==> src/rtl/ifmap_stream_feeder.sv <==
`default_nettype none
// ============================================================================
//  Module   : ifmap_stream_feeder
//  Purpose  : Streams a row-major ifmap from synchronous SRAM into the PE ifmap
//             FIFO, tagging EOR/EOF and packing PAR_WRITE lanes per word.
//  Revision : 1.0 - initial release
// ============================================================================
module ifmap_stream_feeder #(
    parameter int DATA_WIDTH = 8,
    parameter int PAR_WRITE  = 2,
    parameter int ADDR_WIDTH = 10,
    parameter int DIM_WIDTH  = 6
) (
    input  logic                                clk,
    input  logic                                rst_n,
    input  logic                                start,
    input  logic [ADDR_WIDTH-1:0]               base_addr,
    input  logic [DIM_WIDTH-1:0]                row_len,
    input  logic [DIM_WIDTH-1:0]                num_rows,
    output logic                                mem_ren,
    output logic [ADDR_WIDTH-1:0]               mem_addr,
    input  logic [DATA_WIDTH-1:0]               mem_rdata,
    input  logic                                ready_ifm,
    output logic                                w_en_ifm,
    output logic [(DATA_WIDTH+2)*PAR_WRITE-1:0] data_ifm,
    output logic                                busy,
    output logic                                done
);

    localparam int c_LANE_W = DATA_WIDTH + 2;
    localparam int c_CNT_W  = $clog2(PAR_WRITE + 1);

    typedef enum logic [2:0] {
        S_IDLE  = 3'd0,
        S_FETCH = 3'd1,
        S_CAPT  = 3'd2,
        S_PUSH  = 3'd3,
        S_DONE  = 3'd4
    } state_t;

    state_t                r_state;
    logic [ADDR_WIDTH-1:0] r_base;
    logic [ADDR_WIDTH-1:0] r_idx;
    logic [DIM_WIDTH-1:0]  r_row_len;
    logic [DIM_WIDTH-1:0]  r_num_rows;
    logic [DIM_WIDTH-1:0]  r_row;
    logic [DIM_WIDTH-1:0]  r_col;
    logic [c_CNT_W-1:0]    r_rd_cnt;
    logic                  r_last;
    logic [c_LANE_W-1:0]   r_lane [PAR_WRITE];

    logic w_eor;
    logic w_eof;
    logic w_grp_end;

    // Flags describe the element being read this cycle
    assign w_eor     = (r_col == r_row_len - DIM_WIDTH'(1));
    assign w_eof     = w_eor && (r_row == r_num_rows - DIM_WIDTH'(1));
    assign w_grp_end = w_eof || (r_rd_cnt == c_CNT_W'(PAR_WRITE - 1));

    always_ff @(posedge clk or negedge rst_n) begin
        if (!rst_n) begin
            r_state    <= S_IDLE;
            r_base     <= '0;
            r_idx      <= '0;
            r_row_len  <= '0;
            r_num_rows <= '0;
            r_row      <= '0;
            r_col      <= '0;
            r_rd_cnt   <= '0;
            r_last     <= 1'b0;
            for (int j = 0; j < PAR_WRITE; j++) r_lane[j] <= '0;
        end else begin
            case (r_state)
                S_IDLE: begin
                    if (start) begin
                        if (row_len != '0 && num_rows != '0) begin
                            r_base     <= base_addr;
                            r_row_len  <= row_len;
                            r_num_rows <= num_rows;
                            r_idx      <= '0;
                            r_row      <= '0;
                            r_col      <= '0;
                            r_rd_cnt   <= '0;
                            r_last     <= 1'b0;
                            r_state    <= S_FETCH;
                        end else begin
                            r_state <= S_DONE;
                        end
                    end
                end
                S_FETCH: begin
                    // Flags are known at read time; pixel of the previous read lands now
                    for (int j = 0; j < PAR_WRITE; j++) begin
                        if (c_CNT_W'(j) == r_rd_cnt)
                            r_lane[j][DATA_WIDTH+1:DATA_WIDTH] <= {w_eof, w_eor};
                        if (c_CNT_W'(j + 1) == r_rd_cnt)
                            r_lane[j][DATA_WIDTH-1:0] <= mem_rdata;
                    end
                    r_rd_cnt <= r_rd_cnt + c_CNT_W'(1);
                    r_idx    <= r_idx + ADDR_WIDTH'(1);
                    if (w_eor) begin
                        r_col <= '0;
                        r_row <= r_row + DIM_WIDTH'(1);
                    end else begin
                        r_col <= r_col + DIM_WIDTH'(1);
                    end
                    if (w_eof)     r_last  <= 1'b1;
                    if (w_grp_end) r_state <= S_CAPT;
                end
                S_CAPT: begin
                    for (int j = 0; j < PAR_WRITE; j++) begin
                        if (c_CNT_W'(j + 1) == r_rd_cnt)
                            r_lane[j][DATA_WIDTH-1:0] <= mem_rdata;
                        else if (c_CNT_W'(j) >= r_rd_cnt)
                            r_lane[j] <= '0;
                    end
                    r_state <= S_PUSH;
                end
                S_PUSH: begin
                    if (ready_ifm) begin
                        r_rd_cnt <= '0;
                        r_state  <= r_last ? S_DONE : S_FETCH;
                    end
                end
                S_DONE:  r_state <= S_IDLE;
                default: r_state <= S_IDLE;
            endcase
        end
    end

    assign mem_ren  = (r_state == S_FETCH);
    assign mem_addr = r_base + r_idx;
    assign w_en_ifm = (r_state == S_PUSH) && ready_ifm;
    assign busy     = (r_state != S_IDLE);
    assign done     = (r_state == S_DONE);

    for (genvar g = 0; g < PAR_WRITE; g++) begin : g_pack
        assign data_ifm[g*c_LANE_W +: c_LANE_W] = r_lane[g];
    end

endmodule
`default_nettype wire
==> config.mk <==
export PLATFORM = sky130hd
export DESIGN_NAME = ifmap_stream_feeder
export DESIGN_NICKNAME = d
export VERILOG_FILES = /design/src/rtl/ifmap_stream_feeder.sv
export SDC_FILE = /design/constraint.sdc
export NUM_CORES = 1
export LEC_CHECK = 0
export CAP_MARGIN = 10
export CORE_AREA = 3 3 131 133
export CTS_CLUSTER_SIZE = 8
export DETAILED_ROUTE_END_ITERATION = 12
export DIE_AREA = 0 0 134 136
export GPL_TIMING_DRIVEN = 0
export SLEW_MARGIN = 0
export SYNTH_ARGS = -nofsm -noshare
export SYNTH_HDL_FRONTEND = slang
export SYNTH_SLANG_ARGS = --single-unit
==> constraint.sdc <==
create_clock -name clk -period 5.2 [get_ports clk]
set_clock_uncertainty 0.1 [all_clocks]
set_input_delay 0.52 -clock clk [delete_from_list [all_inputs] [get_ports clk]]
set_output_delay 0.52 -clock clk [all_outputs]
set_load 0.05 [all_outputs]
==> results.sh <==
export IMPL_async_flop_share_pct=100
export IMPL_most_common_layout_cells="nand2_1 (109), dfrtp_1 (70), clkdlybuf4s50_1 (66)"
export IMPL_htreeDepth=3
export IMPL_antenna_found_initial=0
export IMPL_startpoint="r_idx[0]$_DFFE_PN0P_"
export IMPL_synth_edf_count=0
export IMPL_worst_ep_arrival_time_ps=3100
export IMPL_tns_ps=0
export IMPL_finalNetCount=574
export IMPL_max_freq_ghz=0.269
export IMPL_maxSlewHeadroom_pct=40.4
export IMPL_cts_sinks=70
export IMPL_dieArea_mm2=0.0182
export IMPL_gp_congestion=0.803
export IMPL_final_core_util_pct=32.8
export IMPL_min_path_type="input port to async pin"
export IMPL_drtAntennaViolNets=0
export IMPL_rrSetupSlack_ps=2470
export IMPL_wl_per_cell_um=14.4
export IMPL_end_kind="output port"
export IMPL_synth_seq_cells=70
export IMPL_report_final_slew_viol_count=0
export IMPL_synth_area_mm2=0.00397
export IMPL_grt_pass1_wl_um=17600
export IMPL_yosysUniqueCellTypes=57
export IMPL_rows=46
export IMPL_postCtsSetupRepairBufs=0
export IMPL_overflow=0
export IMPL_area_growth_pct=31.8
export IMPL_cts_repair_resized=0
export IMPL_vias_per_cell=4.56
export IMPL_startpoint_type="register"
export IMPL_die_w_um=134
export IMPL_num_antenna_cells=0
export IMPL_drv_cap=0
export IMPL_drt_pass1_iter_count=4
export IMPL_ys_top_cells_by_area="dfrtp_1 (44%), nand2_1 (10%), ha_1 (5.7%), o21ai_0 (5.3%), xnor2_1 (3.5%)"
export IMPL_synthCells=443
export IMPL_avgSynthCellArea_um2=8.96
export IMPL_final_common_cell="nand2_1"
export IMPL_clockRootBuffer="clkbuf_16"
export IMPL_core_mm2=0.0159
export IMPL_finalSetupViolations=0
export IMPL_initial_utilization_pct=24.9
export IMPL_drive_gt1_share_pct=6.27
export IMPL_die_y_um=136
export IMPL_cts_tree="yes"
export IMPL_power_uw=3580
export IMPL_hold_buffers=0
export IMPL_yosys_warnings=0
export IMPL_syn_num_nets=496
export IMPL_clkTransAtPathRegs_ps=60
export IMPL_cts_buffer_depth=2
export IMPL_p_leak_uw=0.00229
export IMPL_required_ps=4580
export IMPL_dp_hpwl_um=8030
export IMPL_drt_iter0_markers=184
export IMPL_synthFlopType="dfrtp_1"
export IMPL_vias=3386
export IMPL_seq_area_frac_synth_pct=44.1
export IMPL_boundaryPins=68
export IMPL_outcome="finished, final reports clean"
export IMPL_drc_errors=0
export IMPL_rsz0062_at_grt="false"
export IMPL_path_max_fanout=5
export IMPL_r2r_start="r_row_len[0]$_DFFE_PN0P_"
export IMPL_period_needed_ps=3720
export IMPL_worstMarginPinSlew_ps=895
export IMPL_drt_total_wl_um=10700
export IMPL_grt_start_max_net_pins=71
export IMPL_synth_top_area_share_pct=44.1
export IMPL_grt_pass1_vias=3519
export IMPL_n_fill_cell=1649
export IMPL_clk_latency_ps=340
export IMPL_crit_type="register to output port"
export IMPL_hold_viol=0
export IMPL_track_usage_pct=12.1
export IMPL_period_share_pct=71.5
export IMPL_cts_made_buffers=9
export IMPL_synth_area_leader_cell="dfrtp_1"
export IMPL_ir_drop_mv=0.253
export IMPL_port_buffers=67
export IMPL_power_density_mw_per_mm2=684
Yosys cell counts (all sizes together), types with 2 or more instances:
master,number
nand2,109
dfrtp,70
o21ai,43
nor2,22
inv,21
ha,18
nand3,16
xnor2,16
clkbuf,13
xor2,12
nor3,8
a21oi,7
o2111ai,6
mux2i,5
nand2b,5
nor4,5
a21o,4
and2,4
and3,4
buf,4
o32ai,4
or2,4
or4,4
a2111oi,3
a211oi,3
a31oi,3
a211o,2
and4,2
nor2b,2
nor3b,2
o31ai,2
worst max-delay path: stages, from the launching register on:
cell and delay [ps]:
dfrtp_1 420, ha_1 200, inv_1 60, fa_1 410, nor2b_1 120, o21ai_0 110, a21o_1 220, a31oi_1 190
xor2_1 200, clkdlybuf4s50_1 830
metal layers:
metal  up-vias  share of wire (%)  GRT usage (%)
li1       1693                  -              -
met1      1630                 46           14.5
met2        51                 50           21.3
met3        12                2.7           2.85
met4         0                1.6           3.89
met5         -                  0              0
sequential cells by signal, summed over array words and instances, names as in the netlist:
| name | cells |
|---|---|
| data_ifm | 20 |
| r_rd_cnt | 2 |
| r_last | 1 |
| r_base | 10 |
| r_idx | 10 |
| r_row | 6 |
| r_num_rows | 6 |
| r_row_len | 6 |
| r_col | 6 |
| r_state | 3 |
power by group:
| part | switching [uW] | internal [uW] |
|---|---|---|
| combinational | 1300 | 705 |
| sequential | 161 | 745 |
| clock | 238 | 431 |
| total | 1700 | 1880 |
logic make-up after synthesis:
kind of cell               after synthesis  share of synthesized area [%]
AOI/OAI and AO/OA                       92                           16.3
xor gates and xnor gates                29                           6.74
adders and majority gates               19                           6.18
buffers and inverters                   38                           3.69
DFF                                     70                           44.1
muxes                                    6                           1.64
and+or+nand+nor                        189                           21.3
through the flow:
step	hold WS [ps]	setup WS (ps)	instances	cell area, um^2
2_1_floorplan	124	2080	443	3970
6_report	205	1480	742	5230
4_1_cts	255	1480	742	5230
3_3_place_gp	370	1090	726	4910
3_5_place_dp	373	1900	726	4910
5_1_grt	295	1260	742	5230
layout make-up:
type	count	area (um^2)	share of cell area, %
flip-flops and latches	70	1750	33.5
plain buffers	17	67.6	1.29
well taps	216	270	5.16
multi-input cells	335	2070	39.6
clock buffers	10	239	4.57
clock inverters	6	85.1	1.63
inverters	21	78.8	1.51
repair buffers	67	668	12.8
path summary, 6_finish.rpt:
kind | end | cells past startpoint
min in group clk | data_ifm[18]$_DFFE_PN0P_ | 2
max in group asynchronous | r_base[0]$_DFFE_PN0P_ | 1
worst max-delay path | mem_addr[8] | 9
worst min register to register | data_ifm[18]$_DFFE_PN0P_ | 2
worst min-delay path | data_ifm[16]$_DFFE_PN0P_ | 1
worst max register to register | r_state[1]$_DFFE_PN0P_ | 7
Note: power is estimated with default switching activity, not from simulation.
